<file path="src/rtl/sensor_conditioner.sv">
// -----------------------------------------------------------------------------
// sensor_conditioner
//
// Conditions four raw track-sensor levels for the train-state controller. Each
// channel is handled independently, in four steps:
//   1. A two-flop synchronizer (sync1, sync2).
//   2. An 8-bit debounce counter. A level change is accepted only after sync2
//      has differed from the accepted level for DEBOUNCE consecutive edges.
//   3. Registered one-cycle rise and fall pulses. Each pulse is high in the
//      cycle where sr first shows its new value.
//   4. Optional stuck-high detector, compiled in with the macro
//      SENSOR_STUCK_DETECT_EN. A channel whose sr stays high for STUCK_LIMIT
//      consecutive cycles is latched as faulted. A faulted channel is then
//      held at 0 until reset.
//
// Parameters
//   DEBOUNCE     stable cycles before a level change is accepted (1..255)
//   STUCK_LIMIT  consecutive high cycles before a channel is declared stuck
//                (1..65535); only used with SENSOR_STUCK_DETECT_EN
//
// Ports
//   clk      in   rising-edge clock
//   reset    in   synchronous active-low reset
//   sr_raw   in   [4:1] raw asynchronous sensor levels
//   sr       out  [4:1] debounced sensor levels
//   sr_rise  out  [4:1] one-cycle pulse on each 0->1 change of sr
//   sr_fall  out  [4:1] one-cycle pulse on each 1->0 change of sr
//   fault    out  [4:1] sticky stuck-high flags (tied to 0 without the macro)
// -----------------------------------------------------------------------------
module sensor_conditioner #(
    parameter int unsigned DEBOUNCE    = 4,
    parameter int unsigned STUCK_LIMIT = 1000
) (
    input  logic       clk,
    input  logic       reset,
    input  logic [4:1] sr_raw,
    output logic [4:1] sr,
    output logic [4:1] sr_rise,
    output logic [4:1] sr_fall,
    output logic [4:1] fault
);

    // Reject illegal configurations at elaboration time.
    if (DEBOUNCE < 1 || DEBOUNCE > 255) begin : g_bad_debounce
        $error("sensor_conditioner: DEBOUNCE must be in 1..255");
    end
    if (STUCK_LIMIT < 1 || STUCK_LIMIT > 65535) begin : g_bad_stuck_limit
        $error("sensor_conditioner: STUCK_LIMIT must be in 1..65535");
    end

    // Counter value on which a pending change is accepted.
    localparam logic [7:0] DB_LAST = 8'(DEBOUNCE - 1);

    for (genvar g = 1; g <= 4; g++) begin : g_ch
        logic       sync1_q;
        logic       sync2_q;
        logic       sr_q;
        logic       rise_q;
        logic       fall_q;
        logic       fault_q;
        logic [7:0] db_cnt;
        logic [7:0] db_cnt_next;
        logic       sr_deb;
        logic       sr_next;

        // Debounce rule. Agreement clears the counter. Disagreement counts up.
        // On the DEBOUNCE-th consecutive disagreement the new level is taken
        // and the counter restarts.
        always_comb begin
            sr_deb      = sr_q;
            db_cnt_next = '0;
            if (sync2_q != sr_q) begin
                if (db_cnt == DB_LAST) begin
                    sr_deb = sync2_q;
                end else begin
                    db_cnt_next = db_cnt + 8'd1;
                end
            end
        end

`ifdef SENSOR_STUCK_DETECT_EN
        localparam logic [15:0] STUCK_LAST = 16'(STUCK_LIMIT - 1);

        logic [15:0] stuck_cnt;
        logic        fault_set;

        // The fault latches on the edge where the high count would reach
        // STUCK_LIMIT. sr is forced low on that same edge, so the normal edge
        // logic below emits exactly one fall pulse. No rise is possible while
        // the fault is held.
        assign fault_set = sr_q && !fault_q && (stuck_cnt == STUCK_LAST);
        assign sr_next   = (fault_q || fault_set) ? 1'b0 : sr_deb;

        always_ff @(posedge clk) begin
            if (!reset) begin
                stuck_cnt <= '0;
                fault_q   <= 1'b0;
            end else begin
                if (!sr_q) begin
                    stuck_cnt <= '0;
                end else if (stuck_cnt != '1) begin
                    stuck_cnt <= stuck_cnt + 16'd1;
                end
                if (fault_set) begin
                    fault_q <= 1'b1;
                end
            end
        end
`else
        assign sr_next = sr_deb;
        assign fault_q = 1'b0;
`endif

        always_ff @(posedge clk) begin
            if (!reset) begin
                sync1_q <= 1'b0;
                sync2_q <= 1'b0;
                sr_q    <= 1'b0;
                rise_q  <= 1'b0;
                fall_q  <= 1'b0;
                db_cnt  <= '0;
            end else begin
                sync1_q <= sr_raw[g];
                sync2_q <= sync1_q;
                db_cnt  <= db_cnt_next;
                sr_q    <= sr_next;
                // The pulses are registered alongside sr, so each one appears
                // in the same cycle as the new level.
                rise_q  <= sr_next & ~sr_q;
                fall_q  <= ~sr_next & sr_q;
            end
        end

        assign sr[g]      = sr_q;
        assign sr_rise[g] = rise_q;
        assign sr_fall[g] = fall_q;
        assign fault[g]   = fault_q;
    end

endmodule

</file>
<file path="config.mk">
export PLATFORM = sky130hd
export DESIGN_NAME = sensor_conditioner
export DESIGN_NICKNAME = d
export VERILOG_FILES = /design/src/rtl/sensor_conditioner.sv
export SDC_FILE = /design/constraint.sdc
export NUM_CORES = 1
export LEC_CHECK = 0
export CORE_MARGIN = 4
export CORE_UTILIZATION = 49
export DETAILED_ROUTE_END_ITERATION = 16
export MAX_ROUTING_LAYER = met4
export PLACE_DENSITY = 0.7
export SLEW_MARGIN = 20
export SYNTH_ARGS = -nofsm -noshare
export SYNTH_HDL_FRONTEND = slang
export SYNTH_SLANG_ARGS = --single-unit
</file>
<file path="constraint.sdc">
create_clock -name clk -period 2 [get_ports clk]
set_clock_uncertainty 0.05 [all_clocks]
set_input_delay 0.2 -clock clk [delete_from_list [all_inputs] [get_ports clk]]
set_output_delay 0.2 -clock clk [all_outputs]
set_load 0.03 [all_outputs]
</file>
=== After elaboration in Yosys (flattened, before gate mapping) ===
Index checks and enable logic that the tools add are counted.

* Equality and inequality tests: 8
* Reductions and logical operators: 4
* Bitwise operators: 21
* Add/sub/neg operators: 4
* Multiplexer cells: 8

{| class="wikitable"
|+ Operators by type and width
! operator !! count
|-
| 8-bit by 1-bit adder with 8-bit output, second input constant || 4
|-
| 8-bit by 2-bit equality test with 1-bit output, second input constant || 4
|-
| 1-bit inverter || 13
|-
| 3-bit OR reduction || 4
|-
| 1-bit AND || 8
|-
| 1-bit 2-to-1 mux || 8
|-
| 1-bit inequality test || 4
|}

* Bits in registers: 52
* Input port bits: 6

=== Depth between registers and ports, before layout ===
* Word-level depth: 5
* Mapped depth: 4

=== Least setup slack after synthesis ===
Ideal clock, no wire load.

* Path kind: reg2reg
* Start point: reg g_ch[2].db_cnt[0]
* End point: reg g_ch[2].db_cnt[2]
* Arrival: 1.519 ns
* Buffers on the path: 0
* Period minus slack after synthesis: 1.702 ns
* Slack: 0.298 ns
* Stages on the path, launching flop included: 5
* Required time: 1.817 ns
* Cell sequence: dfxtp_1 ha_1 or4b_4 o211ai_1 nor2_1

* Cells in the longest elaborated chain, start to end: 2
* Elaborated cells on any way between the ends: 3
* Those cells by class: add/sub (1); eq/ne (1); reduce/logical (1)

{| class="wikitable"
|+ RTL lines
! what !! line !! source
|-
| start: declaration || 61 || <nowiki>logic [7:0] db_cnt;</nowiki>
|-
| start signal: assignment || 125 || <nowiki>db_cnt <= db_cnt_next;</nowiki>
|-
| parallel branches: the longest is 2 deep, another holds 8-bit by 1-bit adder with 8-bit output || n/a ||
|}

Several ways; the timed one is not identified.
A chain may end at the register's enable or synchronous reset.

=== Final worst setup path ===
* Start point: reg g_ch[3].db_cnt[0]
* End point: reg g_ch[3].db_cnt[2]

* Cells in the longest elaborated chain, start to end: 2
* Elaborated cells on any way between the ends: 3
* Those cells by class: add/sub (1); eq/ne (1); reduce/logical (1)

{| class="wikitable"
|+ RTL lines
! what !! line
|-
| start: declaration || 61
|-
| start signal: assignment || 125
|-
| parallel branches: the longest is 2 deep, another holds 8-bit by 1-bit adder with 8-bit output || n/a
|}

Several ways; the timed one is not identified.

==> reports/results.txt <==
status: completed
total grt overflow: 0
CORE AREA: 0.00409 sq mm
FF+latch count, synth: 52
row count: 23
Routed WL: 3220 um
die area: 0.00544 sq mm
final setup vio count: 0
Distinct cells, synth: 23
cts hold-fix bufs: 0
Crit. End Element: register
setup bufs post-CTS: 0
Setup TNS: 0 ps
Clock power frac: 35.0%
clock sinks: 52
ant diodes: 0
fmax: 558 MHz
critical path start-end classification: reg -> reg
Worst path slowest cell: or4b_4
post-route DRC violation count: 0
fraction of the cycle the final worst path needs: 89.6%
NetSw: 0.380 mW
port bufs: 17
layout cell share with drive strength beyond 1: 7.44%
Int Power: 1.31 mW
vias in the first global route: 1299
hpwl dp: 2340 um
Tmin final: 1790 ps
Nets: 251
CTS buffer count: 5
Seq pwr share: 62.0%
initial core utilization: 51.9%
peak supply drop: 433 uV
buffers from clock root to sink, at most: 2
pin count of the biggest net entering global routing: 17
H-Tree Depth: 2
CP Launch Type: register
hold_sp: g_ch[3].sync1_q
Min-Delay Path Class: reg -> reg
Area growth syn-to-layout: 11.1%
Critical Path Source: g_ch[3].db_cnt[0]
Slew Viols, Final: 0
clk_lat worst skew: 310 ps
global-route wire length before repair: 5590 um
max cap viols: 0
clock transition at the registers of the reported paths: 80 ps
Clock Tree Root: clkbuf_8
DR vias: 1485
Comb power frac: 3.0%
Sw Share: 22.4%
initial antenna violation count: 0
synth warn: 0
WP data arrival: 1920 ps
mean cell area of the mapped netlist: 9.30 sq um
routability cong.: 0.776
Starting DRT DRC Count: 77
Die Height: 73.8 um
PwrDens: 720 mW/mm^2
CTS tree: built
P_leak: 0.821 nW
Hold WS: 388 ps
reg2reg start: g_ch[3].db_cnt[0]
die width: 73.8 um
remaining antenna violation count: 0
Finished Cell Area: 0.00235 sq mm
final hold vios: 0
Pre-antenna DRT Iters: 4
unrepaired setup endpoints after global routing: no
I/O pin cnt: 22
critical path fanouts, max: 8
sequential area share after synthesis: 49.1%
Mapped Cells: 228
CP Cell Sequence: ha_1, or4b_4, o211ai_2, nor2_1
WL per Instance: 11.0 um
total track usage: 13.3%
Vias/cell: 5.09
dpl cell area: 0.00227 sq mm
Post-Syn Area: 0.00212 sq mm
Crit path largest cell delay: 510 ps
CP required: 2130 ps
Resized cells post-CTS: 0
-- sequential cells by signal (all words and copies together) (netlist names) --
signal and count:
g_ch.db_cnt 32, g_ch.fall_q 4, g_ch.rise_q 4, g_ch.sr_q 4, g_ch.sync1_q 4, g_ch.sync2_q 4
-- cell usage after synthesis, drive strengths merged --
cell / instances / area, sq um
dfxtp: 52 / 1040
xnor2: 4 / 35.0
o21ai: 16 / 80.1
nor2: 24 / 90.1
or3b: 1 / 8.76
or3: 19 / 119
nor4b: 4 / 35.0
nand3: 14 / 70.1
buf: 16 / 120
xor2: 12 / 105
nand2: 7 / 26.3
nand4: 4 / 25.0
ha: 4 / 50.1
and4: 4 / 35.0
or4: 1 / 11.3
o211ai: 4 / 40.0
and2: 8 / 50.1
or4b: 3 / 41.3
inv: 12 / 45.0
conb: 1 / 3.75
a21oi: 16 / 80.1
clkbuf: 2 / 7.51
-- power groups by stage --
stage | combinational (mW) | clock (mW) | sequential, mW
final | 0.0512 | 0.593 | 1.05
after detailed placement | 0.0517 | 0 | 1.07
after global placement | 0.0513 | 0 | 1.07
after CTS | 0.0518 | 0.611 | 1.05
after global routing | 0.0572 | 0.645 | 1.05
after floorplan | 0.0379 | 0 | 1.07
-- cell usage in the layout, fill, tap and decap left out, drive strengths merged, types with 6 or more instances in the layout --
master         count
inv               12
xor2              12
clkbuf             6
and2               8
o21ai             16
or3               19
nor2              24
dfxtp             52
nand2              7
nand3             14
a21oi             16
clkdlybuf4s50     17
-- layout make-up --
| type | count | area, sq um |
|---|---|---|
| inverter | 12 | 45.0 |
| tap | 50 | 62.6 |
| fill | 377 | 1730 |
| multi-input combinational | 149 | 917 |
| sequential | 52 | 1040 |
| timing repair buffer | 21 | 200 |
| clock inverter | 2 | 16.3 |
| clock buffer | 6 | 72.6 |
-- layer usage --
metal / track usage, % / up-vias / wire [um]
met3: 2.87 / 7 / 123
met1: 17.2 / 672 / 1640
met2: 19.8 / 17 / 1390
li1: - / 789 / -
met4: 6.04 / 0 / 57
met5: - / - / 0
-- logic make-up (layout without fill, tap and decap cells) --
group                    Yosys count  after routing  synth area share, %
buffers and inverters             30             41                 8.15
AND/OR/NAND/NOR                   89             89                 24.1
adder cells (fa/ha/maj)            4              4                 2.36
XOR/XNOR                          16             16                 6.61
AO/OA/AOI/OAI                     36             36                 9.45
other                              1              4                0.177
flip-flops                        52             52                 49.1
-- worst paths after layout --
check | endpoint | slack, ps | depth (start not counted)
min reg2reg | g_ch[3].sync2_q | 390 | 1
max | g_ch[3].db_cnt[2] | 210 | 4
max reg2reg | g_ch[3].db_cnt[2] | 210 | 4
min | g_ch[3].sync2_q | 390 | 1
-- critical path, delay by kind of cell (launching register included) --
| family | cells | cell delay (ps) |
|---|---|---|
| and+or+nand+nor | 2 | 600 |
| DFF | 1 | 400 |
| AOI/OAI and AO/OA | 1 | 360 |
| adders and majority gates | 1 | 260 |
-- through the flow --
stage	std cells	worst slack (ps)	util [%]	total power, mW
floorplan	231	298	-	1.11
global placement	284	279	55.5	1.13
detailed placement	284	204	55.5	1.13
CTS	292	194	57.6	1.71
global route	292	44.8	57.6	1.75
finish	292	209	57.6	1.69
(Power assumes the default switching activity.)
